<file path="config.mk">
export PLATFORM = sky130hd
export DESIGN_NAME = led_bar_ctrl
export DESIGN_NICKNAME = d
export VERILOG_FILES = /design/src/rtl/led_bar_pkg.sv /design/src/rtl/led_bar_therm.sv /design/src/rtl/led_bar_ctrl.sv
export SDC_FILE = /design/constraint.sdc
export NUM_CORES = 1
export LEC_CHECK = 0
export BUFFER_PORTS_ARGS = -buffer_cell sky130_fd_sc_hd__buf_2
export CORE_MARGIN = 3
export CORE_UTILIZATION = 40
export DETAILED_ROUTE_END_ITERATION = 16
export GPL_ROUTABILITY_DRIVEN = 0
export HOLD_SLACK_MARGIN = 0.02
export SLEW_MARGIN = 10
export SYNTH_ARGS = -nofsm -noshare
export SYNTH_HDL_FRONTEND = slang
export SYNTH_HIERARCHICAL = 1
export SYNTH_SLANG_ARGS = --single-unit
</file>
<file path="constraint.sdc">
create_clock -name clk -period 8.77 [get_ports clk]
set_input_delay 0.877 -clock clk [delete_from_list [all_inputs] [get_ports clk]]
set_output_delay 0.877 -clock clk [all_outputs]
set_load 0.005 [all_outputs]
</file>
<file path="src/rtl/led_bar_pkg.sv">
// Shared types for the LED bar-graph controller: FSM state encoding and level-width helper.
package led_bar_pkg;

    typedef enum logic [2:0] {
        S_EMPTY     = 3'd0,
        S_PARTIAL   = 3'd1,
        S_FULL      = 3'd2,
        S_AUTO_UP   = 3'd3,
        S_AUTO_DOWN = 3'd4
    } state_t;

    // Bits needed to hold a lit count of 0..width inclusive.
    function automatic int lvl_w(input int width);
        return $clog2(width + 1);
    endfunction

endpackage

</file>
<file path="src/rtl/led_bar_therm.sv">
// Level-to-thermometer decoder, MSB lit first: therm[WIDTH-1-k] set for k < level.
// Purely combinational, zero latency; no flow control.
module led_bar_therm
    import led_bar_pkg::*;
#(
    parameter int WIDTH = 16
) (
    input  logic [lvl_w(WIDTH)-1:0] level,
    output logic [WIDTH-1:0]        therm
);

    for (genvar i = 0; i < WIDTH; i++) begin : g_bit
        assign therm[i] = (int'(level) > (WIDTH - 1 - i));
    end

endmodule

</file>
<file path="src/rtl/led_bar_ctrl.sv">
// LED bar-graph controller: manual fill/drain or auto bounce, state advances only on tick; outputs registered, 1 cycle after tick.
// Pulses are buffered in pending flags until the next tick (never dropped); LED_BAR_WRAP_EN enables wrap at the manual boundaries.
module led_bar_ctrl
    import led_bar_pkg::*;
#(
    parameter int WIDTH = 16,
    parameter int STEP  = 1
) (
    input  logic                    clk,
    input  logic                    rst,
    input  logic                    tick,
    input  logic                    fill_pls,
    input  logic                    drain_pls,
    input  logic                    auto_mode,
    output logic [WIDTH-1:0]        led,
    output logic [lvl_w(WIDTH)-1:0] level,
    output logic                    full,
    output logic                    empty
);

    localparam int LW = lvl_w(WIDTH);
    localparam int AW = LW + 1;
    localparam logic [AW-1:0] MAX_A  = AW'(WIDTH);
    localparam logic [AW-1:0] STEP_A = AW'(STEP);
    localparam logic [LW-1:0] MAX_L  = LW'(WIDTH);

    state_t          state;
    state_t          nxt_state;
    logic            pend_fill;
    logic            pend_drain;
    logic            req_fill;
    logic            req_drain;
    logic [AW-1:0]   lvl_a;
    logic [AW-1:0]   sum_a;
    logic [LW-1:0]   up_sat;
    logic [LW-1:0]   dn_sat;
    logic [LW-1:0]   fill_lvl;
    logic [LW-1:0]   drain_lvl;
    logic [LW-1:0]   nxt_level;
    logic [WIDTH-1:0] nxt_led;

    function automatic state_t manual_state(input logic [LW-1:0] l);
        if (l == '0)
            return S_EMPTY;
        else if (l == MAX_L)
            return S_FULL;
        else
            return S_PARTIAL;
    endfunction

    // A pulse landing on the tick cycle joins that tick's decision.
    assign req_fill  = pend_fill | fill_pls;
    assign req_drain = pend_drain | drain_pls;

    // One extra bit so level + STEP cannot wrap before the saturation compare.
    assign lvl_a  = {1'b0, level};
    assign sum_a  = lvl_a + STEP_A;
    assign up_sat = (sum_a > MAX_A) ? MAX_L : sum_a[LW-1:0];
    assign dn_sat = (lvl_a < STEP_A) ? '0 : LW'(lvl_a - STEP_A);

`ifdef LED_BAR_WRAP_EN
    assign fill_lvl  = (level == MAX_L) ? '0 : up_sat;
    assign drain_lvl = (level == '0) ? MAX_L : dn_sat;
`else
    assign fill_lvl  = up_sat;
    assign drain_lvl = dn_sat;
`endif

    always_comb begin
        nxt_level = level;
        nxt_state = state;
        if (tick) begin
            if (auto_mode) begin
                case (state)
                    S_AUTO_UP: begin
                        if (level == MAX_L)
                            nxt_state = S_AUTO_DOWN;
                        else
                            nxt_level = up_sat;
                    end
                    S_AUTO_DOWN: begin
                        if (level == '0)
                            nxt_state = S_AUTO_UP;
                        else
                            nxt_level = dn_sat;
                    end
                    default: begin
                        if (level == MAX_L) begin
                            nxt_state = S_AUTO_DOWN;
                            nxt_level = dn_sat;
                        end else begin
                            nxt_state = S_AUTO_UP;
                            nxt_level = up_sat;
                        end
                    end
                endcase
            end else if (state == S_AUTO_UP || state == S_AUTO_DOWN) begin
                nxt_state = manual_state(level);
            end else begin
                if (req_fill && !req_drain)
                    nxt_level = fill_lvl;
                else if (req_drain && !req_fill)
                    nxt_level = drain_lvl;
                nxt_state = manual_state(nxt_level);
            end
        end
    end

    led_bar_therm #(
        .WIDTH (WIDTH)
    ) u_therm (
        .level (nxt_level),
        .therm (nxt_led)
    );

    always_ff @(posedge clk or posedge rst) begin
        if (rst) begin
            state      <= S_EMPTY;
            level      <= '0;
            led        <= '0;
            full       <= 1'b0;
            empty      <= 1'b1;
            pend_fill  <= 1'b0;
            pend_drain <= 1'b0;
        end else begin
            pend_fill  <= tick ? 1'b0 : req_fill;
            pend_drain <= tick ? 1'b0 : req_drain;
            state      <= nxt_state;
            level      <= nxt_level;
            led        <= nxt_led;
            full       <= (nxt_level == MAX_L);
            empty      <= (nxt_level == '0);
        end
    end

endmodule

</file>
==> impl.org <==
** Run status
- The run finished with clean final reports.

** Clock tree
- For the worst-skew pair, the clock arrives at the later sink with an insertion delay of 260 ps.
- In this run the number of H-tree levels came out at 1.
- Clock tree from TritonCTS :: yes
- The clock drives 28 sinks.
- Clock buffer count from CTS :: 3
- Root cell of the clock tree :: clkbuf_8
- Counting along the longest clock path gives a buffer depth of 2.
- The number of hold buffers added after CTS was 0.
- Post-CTS timing repair inserted 0 buffers for setup.
- After clock tree synthesis, the clock-pin slew on the worst setup and hold paths is 80 ps.
- Post-cts sizing count :: 0

** Worst setup path
- Critical path buffers and inverters :: 1
- The critical path is of the flip-flop to flip-flop type.
- Data required time at the worst endpoint :: 8920 ps
- STA classifies the critical path startpoint as a flip-flop.
- Data arrival, critical path :: 3530 ps
- In this run the worst path has a maximum fanout of 16.
- CP endpoint kind :: flip-flop
- The largest single stage delay on the critical path is 660 ps.
- Traced cell by cell, the critical path runs through ha_1 -> and3_1 -> nand2_1 -> o211a_1 -> a211o_1 -> o221ai_1 -> inv_1 -> or4_4 -> or2_1.
- The kind of cell with the highest combined delay along the critical path is simple AND/OR/NAND/NOR gates.
- The largest individual stage delay along the critical path comes from the cell dfrtp_1.

** Floorplanning
- For this configuration, the core starts out at a cell density of 0.420.
- Die Footprint :: 5490 um^2
- Top Ports :: 29
- Width of the die :: 74.1 um
- Die span in y :: 74.1 um
- Core area :: 4410 um^2
- Row generation in the floorplan step produced 24 rows.

** Drt
- In this run the top signal layer used is met4.
- Met2 routed WL :: 2220 um
- In the final routing, the length of wire on met1 measures 2210 um.
- Routed length per placed instance :: 17.5 um
- After detailed routing, the met3 layer carries 443 um of wire.
- Remaining antenna violation count after routing :: 0
- The detailed router placed 1835 vias in this run.
- Remaining DRCs :: 0
- Drt via density :: 6.46
- Summed over all layers, the routed wires come to 4960 um.
- For this run, the detailed router's first-pass iteration total came to 5.
- For this block, the initial DRC count from the detailed router was 273.

** Finish
- 0 antenna diodes ended up in the layout.
- After the flow finishes, the layout carries non-filler instances totaling 284.
- Share of final-layout standard cells stronger than drive strength 1 :: 0.155
- At the end of the flow the core is filled with cells to 0.459.
- The area growth from synthesis to layout is 9.31%.
- Most common cell after layout, fill and taps aside :: buf_2
- Final Cell Area :: 2030 um^2
- Total Nets Final :: 241
- In the layout the commonest cells are buf_2 (28), dfrtp_1 (27), nand2_1 (18), nor2_1 (18), a21oi_1 (10).

** Synthesis
- Yosys Warn Count :: 6
- Of the post-synthesis cell area, the dominant cell type holds 0.364.
- Of all cell types, the one taking the most synthesized area is dfrtp_1.
- Leading cell types by total area after synthesis :: dfrtp_1 (36%), nand2_1 (3.6%), nor2_1 (3.6%)
- Post-synthesis sequential area ratio :: 0.378
- Avg Cell Area, Syn :: 8.59 um^2
- Counting flops with an async set or reset pin after synthesis yields a share of 1.00.
- Post-synth net total :: 224
- In the synthesized netlist the dominant register cell turns out to be dfrtp_1.
- The cell count after synthesis came out at 216.
- The synthesized design contains 28 register bits.
- Synth Cell Area :: 1860 um^2
- Post-synth EDFFs :: 0
- Count of different cell masters after synthesis :: 59

** Global route
- The initial antenna violation count is 0.
- Entering global routing, the biggest net connects 29 pins.
- Summed over all layers, the global routing overflow is 0.
- Across every metal layer, demand over resource in global routing totals 0.189.
- Via count of the first global-routing pass :: 1573
- The first global-routing pass estimated 8110 um of wire.

** STA
- Post-Route Setup TNS :: 0 ps
- Count of final setup violators :: 0
- Max Clk Rate :: 296 MHz
- Setup repair after global routing missed its margin :: no
- Final critical-path required period :: 3370 ps
- Slew at the pin with the worst max-slew slack :: 1000 ps
- The hold violation count in the final report was 0.
- Measured against its own limit, the worst slew margin works out to 0.333.
- Number of pins exceeding their max-slew limit in the final report :: 0
- Final Cycle Share :: 0.385
- Clock skew on the completed layout was measured at 4.55 ps.

** Power and ir drop
- Across the VDD grid, the largest voltage drop is 0.157 mV.
- PnR Total Power :: 752 uW
- Static power due to leakage :: 0.000809 uW
- Power density of the placed cells :: 371 nW/um^2

** Placed design
- During placement, the flow inserted port buffers numbering 28.
- DP HPWL :: 3660 um
- Cells after DPL :: 280
- The placed instances occupy a cell area of 1980 um^2.

** Job
- Across the run, the number of max-cap violations was 0.

** Min path
- The worst hold path belongs to the class flip-flop to flip-flop.
-- registers in the layout, summed over array words and instances (netlist names) --
name	count
level	5
state	3
pend_fill	1
full	1
empty	1
led	16
pend_drain	1
-- power breakdown --
part / switching, uW / total [uW] / internal, uW
combinational: 245 / 423 / 179
sequential: 77.4 / 262 / 184
clock: 34.5 / 67.0 / 32.4
-- worst paths after layout --
path,endpoint,cells past startpoint,slack [ps],from
worst min register to register,pend_drain,2,580,pend_drain
worst min-delay path,pend_drain,2,580,pend_drain
max in group asynchronous,level[2],2,7330,rst
min in group asynchronous,full,2,840,rst
worst max-delay path,led[15],9,5400,level[0]
worst max register to register,led[15],9,5400,level[0]
-- area by class of cell --
type                       instances  area [um^2]
timing repair buffer              28          140
multi-input combinational        165         1050
clock buffer                       4         45.0
inverter                           7         26.3
sequential                        28          702
tap                               52         65.1
fill                             434         2390
-- synth_stat cells (3+ instances only) --
cell type	number
a211oi_1	4
a21oi_1	10
a31oi_1	5
and2_1	3
clkbuf_1	11
dfrtp_1	27
inv_1	7
mux2i_1	3
nand2_1	18
nand2b_1	7
nand3_1	6
nand3b_1	3
nand4_1	4
nor2_1	18
nor3_1	5
nor3b_1	4
nor4_1	4
o21ai_0	9
o21ai_1	6
o21bai_1	3
o221ai_1	4
o32ai_1	4
or3_1	3
-- stage by stage --
step           worst slack (ps)  hold WS (ps)
2_1_floorplan              5760           502
3_3_place_gp               5350           561
3_5_place_dp               5350           571
4_1_cts                    5440           590
5_1_grt                    5210           647
6_report                   5400           584
-- routing by layer --
| metal | global-route usage | up-vias |
|---|---|---|
| met5 | 0 | - |
| met4 | 0.0322 | 0 |
| met3 | 0.0338 | 12 |
| met2 | 0.274 | 106 |
| met1 | 0.296 | 871 |
| li1 | - | 846 |
-- cells by family after synthesis --
logic type | count (synthesis) | synth area share
muxes | 3 | 0.0162
adders and majority gates | 2 | 0.0135
xor gates and xnor gates | 1 | 0.00472
and+or+nand+nor | 89 | 0.264
buffers and inverters | 23 | 0.0560
DFF | 28 | 0.378
AOI/OAI and AO/OA | 70 | 0.268
-- tightest hold or removal path, cell delays in order, from the launching register on --
cell     delay (ps)
dfrtp_1         340
nor2_1          100
nor2_1          100
Note: power is estimated with default switching activity, not from simulation.
